`src/rtl/lock_key_conditioner.sv`:
```
// Front-panel key conditioner: per-key 2-flop synchroniser, tick-sampled debounce,
// and a per-key repeat FSM that turns debounced presses into one-clock strobes.
module lock_key_conditioner #(
    parameter int         TICK_DIV   = 50000,
    parameter int         DB_TICKS   = 10,
    parameter int         RPT_DELAY  = 500,
    parameter int         RPT_PERIOD = 150,
    parameter logic [5:0] RPT_MASK   = 6'b001111
) (
    input  logic       clk,
    input  logic       reset,
    input  logic [5:0] btn_in,
    output logic [5:0] key_level,
    output logic [5:0] key_pulse,
    output logic       any_pulse,
    output logic       tick
);

    localparam int NK   = 6;
    localparam int PW   = $clog2(TICK_DIV);
    localparam int DW   = $clog2(DB_TICKS + 1);
    localparam int RMAX = (RPT_DELAY > RPT_PERIOD) ? RPT_DELAY : RPT_PERIOD;
    localparam int RW   = $clog2(RMAX + 1);

    localparam logic [PW-1:0] PRE_LAST = PW'(TICK_DIV - 1);
    localparam logic [DW-1:0] DB_LAST  = DW'(DB_TICKS - 1);
    localparam logic [RW-1:0] DLY_LAST = RW'(RPT_DELAY);
    localparam logic [RW-1:0] PER_LAST = RW'(RPT_PERIOD);

    typedef enum logic [1:0] {
        S_IDLE   = 2'd0,
        S_DELAY  = 2'd1,
        S_REPEAT = 2'd2,
        S_HELD   = 2'd3
    } rpt_state_e;

    logic [PW-1:0] pre_q, pre_d;
    logic          tick_q, tick_d;
    logic [NK-1:0] sync0_q, sync1_q;
    logic [NK-1:0] level_q, level_d;
    logic [DW-1:0] db_cnt_q [NK];
    logic [DW-1:0] db_cnt_d [NK];
    rpt_state_e    state_q [NK];
    rpt_state_e    state_d [NK];
    logic [RW-1:0] rpt_cnt_q [NK];
    logic [RW-1:0] rpt_cnt_d [NK];
    logic [NK-1:0] pulse_q, pulse_d;
    logic          any_q;

    always_comb begin
        pre_d  = (pre_q == PRE_LAST) ? '0 : pre_q + PW'(1);
        tick_d = (pre_q == PRE_LAST);
    end

    // Debounce counts consecutive disagreeing ticks; the flip happens on the tick
    // that would bring the count to DB_TICKS, so the counter never holds that value.
    always_comb begin
        level_d = level_q;
        for (int i = 0; i < NK; i++) begin
            db_cnt_d[i] = db_cnt_q[i];
            if (tick_q) begin
                if (sync1_q[i] != level_q[i]) begin
                    if (db_cnt_q[i] == DB_LAST) begin
                        level_d[i]  = ~level_q[i];
                        db_cnt_d[i] = '0;
                    end else begin
                        db_cnt_d[i] = db_cnt_q[i] + DW'(1);
                    end
                end else begin
                    db_cnt_d[i] = '0;
                end
            end
        end
    end

    // Terminal counts are acted on the cycle after the tick that reaches them,
    // so a same-cycle debounced release always wins and suppresses the pulse.
    always_comb begin
        pulse_d = '0;
        for (int i = 0; i < NK; i++) begin
            state_d[i]   = state_q[i];
            rpt_cnt_d[i] = rpt_cnt_q[i];
            if (!level_q[i]) begin
                state_d[i]   = S_IDLE;
                rpt_cnt_d[i] = '0;
            end else begin
                case (state_q[i])
                    S_IDLE: begin
                        pulse_d[i]   = 1'b1;
                        rpt_cnt_d[i] = '0;
                        state_d[i]   = RPT_MASK[i] ? S_DELAY : S_HELD;
                    end
                    S_DELAY: begin
                        if (rpt_cnt_q[i] == DLY_LAST) begin
                            pulse_d[i]   = 1'b1;
                            rpt_cnt_d[i] = '0;
                            state_d[i]   = S_REPEAT;
                        end else if (tick_q) begin
                            rpt_cnt_d[i] = rpt_cnt_q[i] + RW'(1);
                        end
                    end
                    S_REPEAT: begin
                        if (rpt_cnt_q[i] == PER_LAST) begin
                            pulse_d[i]   = 1'b1;
                            rpt_cnt_d[i] = '0;
                        end else if (tick_q) begin
                            rpt_cnt_d[i] = rpt_cnt_q[i] + RW'(1);
                        end
                    end
                    S_HELD: begin
                        state_d[i] = S_HELD;
                    end
                    default: begin
                        state_d[i]   = S_IDLE;
                        rpt_cnt_d[i] = '0;
                    end
                endcase
            end
        end
    end

    always_ff @(posedge clk or posedge reset) begin
        if (reset) begin
            pre_q   <= '0;
            tick_q  <= 1'b0;
            sync0_q <= '0;
            sync1_q <= '0;
            level_q <= '0;
            pulse_q <= '0;
            any_q   <= 1'b0;
            for (int i = 0; i < NK; i++) begin
                db_cnt_q[i]  <= '0;
                state_q[i]   <= S_IDLE;
                rpt_cnt_q[i] <= '0;
            end
        end else begin
            pre_q   <= pre_d;
            tick_q  <= tick_d;
            sync0_q <= btn_in;
            sync1_q <= sync0_q;
            level_q <= level_d;
            pulse_q <= pulse_d;
            any_q   <= |pulse_d;
            for (int i = 0; i < NK; i++) begin
                db_cnt_q[i]  <= db_cnt_d[i];
                state_q[i]   <= state_d[i];
                rpt_cnt_q[i] <= rpt_cnt_d[i];
            end
        end
    end

    assign key_level = level_q;
    assign key_pulse = pulse_q;
    assign any_pulse = any_q;
    assign tick      = tick_q;

endmodule

```
`config.mk`:
```
export PLATFORM = sky130hd
export DESIGN_NAME = lock_key_conditioner
export DESIGN_NICKNAME = d
export VERILOG_FILES = /design/src/rtl/lock_key_conditioner.sv
export SDC_FILE = /design/constraint.sdc
export NUM_CORES = 1
export LEC_CHECK = 0
export CORE_MARGIN = 8
export CORE_UTILIZATION = 57
export CTS_CLUSTER_DIAMETER = 60
export CTS_CLUSTER_SIZE = 28
export DETAILED_ROUTE_END_ITERATION = 12
export PLACE_DENSITY = 0.75
export SYNTH_ARGS = -nofsm -noshare
export SYNTH_HDL_FRONTEND = slang
export SYNTH_SLANG_ARGS = --single-unit
```
`constraint.sdc`:
```
create_clock -name clk -period 9.55 [get_ports clk]
set_clock_uncertainty 0.15 [all_clocks]
set_input_delay 0.955 -clock clk [delete_from_list [all_inputs] [get_ports clk]]
set_output_delay 0.955 -clock clk [all_outputs]
set_load 0.1 [all_outputs]
```
==> results.toml, run 1 <==
[power]
p_int_mw = 0.974
p_clk_share_pct = 52.3
total_power_mw = 1.22
p_per_area_mw_per_mm2 = 149
swShare_pct = 20.1
p_seq_share_pct = 46.3
combinationalPowerShare_pct = 1.4
peakVddDrop_mv = 0.129
leakage_nw = 3.69
switching_power_mw = 0.244

[grt]
grt_max_degree = 80
gr-usage-met2_pct = 29.8
grt_pass1_wl_mm = 24.1
grt.met1_usage_pct = 22.4
grtUsageMet3_pct = 4.30
grt_antenna_before_repair = 0
first_global_vias = 5216
grt.total_usage_pct = 18.1
gr-total-overflow = 0
grt.busiest_layer = "met2"

[job]
cap_violations = 0

[setup_path]
end_kind = "output pin"
critPathMaxStageDelay_ns = 1.19
cp-start-kind = "flip-flop"
cpMaxStageDelayCell = "clkdlybuf4s50_1"
crit_chain = "clkdlybuf4s50_1"
path_delay_family = "buffers and inverters"
path_buf_inv = 1
worstSetupPathType = "reg -> out"
path_max_fanout = 9
required_ns = 8.45
rrSetupSlack_ns = 7.01
arrival_ns = 2.09

[yosys]
yosysTopAreaCell = "dfrtp_1"
synth-async-reset-ratio_pct = 100
synth_most_common_cell = "dfrtp_1"
synth_edf_count = 0
synthCells = 726
synth_nets = 791
synthesis.area_mm2 = 0.00726
synthTopCellsByArea = "dfrtp_1 45%, ha_1 9.8%, nand2_1 2.7%"
ys_types = 60
synth_top_cell_area_share_pct = 45.5
synth_seq_area_share_pct = 45.5
synth_seq_cells = 132
synth_ff_type = "dfrtp_1"
syn_area_per_cell_um2 = 10.0
ys_warn_count = 0
synthTopCellsByCount = "132 x dfrtp_1, 57 x ha_1, 53 x nand2_1, 49 x nor2_1, 47 x inv_1"

[routing]
drt-total-wl_mm = 14.2
antenna_left = 0
via_per_inst = 5.78
drtIter0Drc = 349
first_pass_iters = 5
drc = 0
wl_per_cell_um = 15.2
via_count = 5394

[timing]
min_period_ns = 3.19
rsz0062_at_grt = "no"
hold_viol = 0
setup_slack_ns = 6.36
worst_slew_pin_slew_ns = 1.03
slew-limit-headroom_pct = 31.1
fin_tns_setup_ns = 0
fmax_ghz = 0.313
whs_ns = 0.195
setup_viol = 0
maxSlewViolCount = 0
period_share_pct = 33.4

[cts]
cts_tree = "done"
cts_sinks = 132
numCtsBuffers = 17
htreeDepth = 4
cts.hold.buffers_added = 0
clock_tree.root_cell = "clkbuf_16"
clockBufferDepth = 2
post_cts_buffers = 0
clk_latency_ns = 0.42
cts_resized = 0
clk_pin_slew_worst_paths_ns = 0.05

[floorplan]
initial_core_util_pct = 58.0
dieArea_mm2 = 0.0166
rows = 41
io_pins = 22
coreArea_mm2 = 0.0125
die_h_um = 129
die_x_um = 129

[finish]
layout.nets = 815
seq_area_mm2 = 0.00330
multi_input_area_mm2 = 0.00367
drive_gt1_share_pct = 9.07
stdcell_area_mm2 = 0.00817
antenna_cells = 0
stdcell_count = 933
final_util_pct = 65.3
syn2layout_area_growth_pct = 12.6
fillers = 1032

[place]
dpl.hpwl_mm = 9.50
placed_area_mm2 = 0.00760
dpl_worst_slack_ns = 6.34
port_buffers = 21
dpl.cell_count = 903
globalplace.congestion = 0.789

[worst_hold_path]
hold_path_class = "reg -> reg"

[status]
status = "complete, no violations"
-- layout make-up --
class | count | area share (%)
Sequential cell | 132 | 40.4
Clock buffer | 25 | 6.06
Multi-Input combinational cell | 527 | 44.9
Clock inverter | 5 | 0.919
Tap cell | 172 | 2.63
Inverter | 48 | 2.24
Timing Repair Buffer | 24 | 2.85
-- logic make-up after synthesis --
logic type / count (synthesis) / synth area share [%]
AO/OA/AOI/OAI: 170 / 15.5
multiplexers: 13 / 2.00
XOR/XNOR: 28 / 3.38
flip-flops: 132 / 45.5
adder cells (fa/ha/maj): 57 / 9.82
AND/OR/NAND/NOR: 259 / 19.8
buffers and inverters: 67 / 4.00
-- per-layer routing --
metal	vias up	wire length [µm]
met1	2645	6560
met4	0	243
li1	2644	-
met3	20	438
met5	-	0
met2	85	6930
-- path summary, 6_finish.rpt --
path,start,to,cells after the start
min reg2reg,sync0_q[4]$_DFF_PP0_,sync1_q[4]$_DFF_PP0_,0
max,key_level[5]$_DFFE_PP0P_,key_level[5],1
max in group asynchronous,reset,tick$_DFF_PP0_,3
min in group asynchronous,reset,sync0_q[3]$_DFF_PP0_,2
max reg2reg,rpt_cnt_q[18]$_DFFE_PP0P_,rpt_cnt_q[20]$_DFFE_PP0P_,7
min,sync0_q[4]$_DFF_PP0_,sync1_q[4]$_DFF_PP0_,0
-- cell usage in the layout, fill, tap and decap left out, types with 5 or more instances in the layout --
| cell type | count |
|---|---|
| or3_1 | 5 |
| nand4_1 | 6 |
| o22ai_1 | 6 |
| or2b_1 | 7 |
| a21o_1 | 10 |
| and4_1 | 13 |
| ha_1 | 57 |
| clkbuf_16 | 17 |
| a21bo_2 | 8 |
| a31oi_1 | 30 |
| and3_1 | 16 |
| dfrtp_1 | 131 |
| xor2_1 | 20 |
| nor2_1 | 49 |
| o21ai_0 | 39 |
| a21oi_1 | 35 |
| nor3_1 | 20 |
| nand2b_1 | 21 |
| nand4b_1 | 7 |
| clkdlybuf4s50_1 | 21 |
| nand3_1 | 30 |
| a22o_1 | 9 |
| inv_1 | 46 |
| xnor2_1 | 8 |
| nand2_1 | 53 |
| mux2_2 | 12 |
-- worst reg2reg max path: cells and delay by family, from the launching register on --
kind / cells / cell delay, ns
flip-flops: 1 / 0.41
AND/OR/NAND/NOR: 1 / 0.16
buffers and inverters: 1 / 0.09
adder cells (fa/ha/maj): 1 / 0.21
AO/OA/AOI/OAI: 4 / 1.45
-- state kept, by name (all words and copies together) (netlist names) --
register,count
tick,1
sync0_q,6
sync1_q,6
key_level,6
db_cnt_q,24
rpt_cnt_q,54
key_pulse,6
any_pulse,1
pre_q,16
state_q,12
-- power by group through the flow --
stage	logic (mW)	clock network [mW]	registers, mW
final	0.0171	0.637	0.564
after CTS	0.0182	0.645	0.564
after global routing	0.0205	0.670	0.564
after global placement	0.0174	0	0.573
after detailed placement	0.0181	0	0.573
after floorplan	0.0107	0	0.573
(Power assumes the default switching activity.)
==> run 2: changes to the inputs <==
Clock period 9.55 ns to 3.1 ns, I/O delays scaled along.
==> results.toml, run 2 (synthesized netlist as in run 1, its figures left out) <==
[routing]
wl_met3_um = 482
via_per_inst = 5.75
antenna_left = 0
wl_met2_mm = 6.79
wl_met1_mm = 6.39
drc = 0
via_count = 5384
top_layer_used = "met4"
drt-total-wl_mm = 13.8
drtIter0Drc = 425
first_pass_iters = 5
wl_per_cell_um = 14.8

[setup_path]
path_max_fanout = 15
cpMaxStageDelayCell = "a21oi_2"
critPathMaxStageDelay_ns = 0.50
r2r_cells = 7
required_ns = 3.29
rrSetupSlack_ns = 0.81
worstSetupPathType = "reg -> reg"
arrival_ns = 2.47
crit_chain = "inv_1 > ha_1 > and4_1 > a21bo_2 > a21oi_2 > or2b_1 > a31oi_1"
timing.rr.end = "rpt_cnt_q[30]$_DFFE_PP0P_"
end_kind = "flip-flop"
cp-start-kind = "flip-flop"
r2r_start = "rpt_cnt_q[27]$_DFFE_PP0P_"

[floorplan]
initial_core_util_pct = 58.0
io_pins = 22
die_h_um = 129
die_x_um = 129
rows = 41
coreArea_mm2 = 0.0125
dieArea_mm2 = 0.0166

[cts]
clk_latency_ns = 0.42
cts_tree = "done"
cts_sinks = 132
cts_resized = 0
cts.hold.buffers_added = 0
clockBufferDepth = 2
htreeDepth = 4
clk_pin_slew_worst_paths_ns = 0.05
clock_tree.root_cell = "clkbuf_16"
numCtsBuffers = 17
post_cts_buffers = 0

[power]
p_per_area_mw_per_mm2 = 455
leakage_nw = 3.75
combinationalPowerShare_pct = 1.6
p_clk_share_pct = 51.8
p_int_mw = 2.99
swShare_pct = 19.8
p_seq_share_pct = 46.6
switching_power_mw = 0.739
peakVddDrop_mv = 0.371

[worst_hold_path]
hold_path_class = "in -> async"

[finish]
antenna_cells = 0
fillers = 982
layout.nets = 819
most-common-layout-cells = "131 x dfrtp_1, 57 x ha_1, 53 x nand2_1, 49 x nor2_1, 46 x inv_1"
top_regs = "rpt_cnt_q: 54 flops, db_cnt_q: 24 flops, pre_q: 16 flops"
stdcell_area_mm2 = 0.00820
syn2layout_area_growth_pct = 12.9
largest_register = "rpt_cnt_q"
drive_gt1_share_pct = 11.6
largest_register_ffs = 54
final_common_cell = "dfrtp_1"

[place]
dpl_worst_slack_ns = 0.837
placed_area_mm2 = 0.00762
globalplace.congestion = 0.796
dpl.hpwl_mm = 9.40
port_buffers = 21

[grt]
grt_antenna_before_repair = 0
first_global_vias = 5273
grt_max_degree = 60
grt.total_usage_pct = 18.1
grt_pass1_wl_mm = 24.1
gr-total-overflow = 0

[timing]
fmax_ghz = 0.437
whs_ns = 0.178
setup_slack_ns = 0.812
setup_viol = 0
fin_tns_setup_ns = 0
worst_slew_pin_slew_ns = 0.767
maxSlewViolCount = 0
rsz0062_at_grt = "no"
min_period_ns = 2.29
period_share_pct = 73.8
hold_viol = 0
slew-limit-headroom_pct = 48.9

[job]
cap_violations = 0

[status]
status = "complete, no violations"
-- run 2: cell count changes in the layout (fill, tap and decap cells not counted), moves of 2 or more --
cell / before / now
buf_4: 3 / 19
clkbuf_1: 4 / 2
clkdlybuf4s50_1: 21 / 7
buf_12: 0 / 2
clkbuf_8: 4 / 7
-- run 2: cell type report --
cell class              instances  area (µm²)  share of cell area (%)
multi-input cells             527        3670                    44.7
flip-flops and latches        132        3300                    40.3
clock buffers                  26         529                    6.46
repair buffers                 28         253                    3.08
well taps                     172         215                    2.63
inverters                      48         184                    2.24
clock inverters                 4        45.0                   0.549
-- run 2: power groups by stage --
| stage | Sequential, mW | Clock (mW) | Combinational, mW |
|---|---|---|---|
| 2_1_floorplan | 1.77 | 0 | 0.0334 |
| 3_3_place_gp | 1.77 | 0 | 0.0594 |
| 3_5_place_dp | 1.77 | 0 | 0.0618 |
| 4_1_cts | 1.74 | 1.98 | 0.0622 |
| 5_1_grt | 1.74 | 2.06 | 0.0693 |
| 6_report | 1.74 | 1.93 | 0.0584 |
-- run 2: critical path, delay by kind of cell, from the launching register on --
family | cells | cell delay [ns]
flip-flops | 1 | 0.42
adder cells (fa/ha/maj) | 1 | 0.19
AND/OR/NAND/NOR | 2 | 0.48
AO/OA/AOI/OAI | 3 | 0.89
buffers and inverters | 1 | 0.08
-- run 2: worst max-delay path by stage --
| stage | start | to | slack [ns] | depth (start not counted) |
|---|---|---|---|---|
| final | rpt_cnt_q[27]$_DFFE_PP0P_ | rpt_cnt_q[30]$_DFFE_PP0P_ | 0.81 | 7 |
| after global placement | state_q[3]$_DFFE_PP0P_ | rpt_cnt_q[11]$_DFFE_PP0P_ | 0.93 | 7 |
| after CTS | rpt_cnt_q[27]$_DFFE_PP0P_ | rpt_cnt_q[30]$_DFFE_PP0P_ | 0.82 | 7 |
| after floorplan | tick$_DFF_PP0_ | rpt_cnt_q[53]$_DFFE_PP0P_ | 0.67 | 6 |
| after global routing | tick$_DFF_PP0_ | rpt_cnt_q[16]$_DFFE_PP0P_ | 0.68 | 5 |
| after detailed placement | rpt_cnt_q[27]$_DFFE_PP0P_ | rpt_cnt_q[30]$_DFFE_PP0P_ | 0.84 | 7 |
-- run 2: routing by layer --
layer | track usage (%) | vias up
met4 | 6.63 | 0
met2 | 29.5 | 89
met1 | 22.5 | 2632
li1 | - | 2649
met5 | 0 | -
met3 | 5.09 | 14
-- run 2: stage by stage --
step	power, mW	utilization (%)	std cells
floorplan	1.80	-	726
global placement	1.83	60.9	907
detailed placement	1.83	60.9	907
CTS	3.78	65.5	937
global route	3.87	65.5	937
finish	3.73	65.5	937
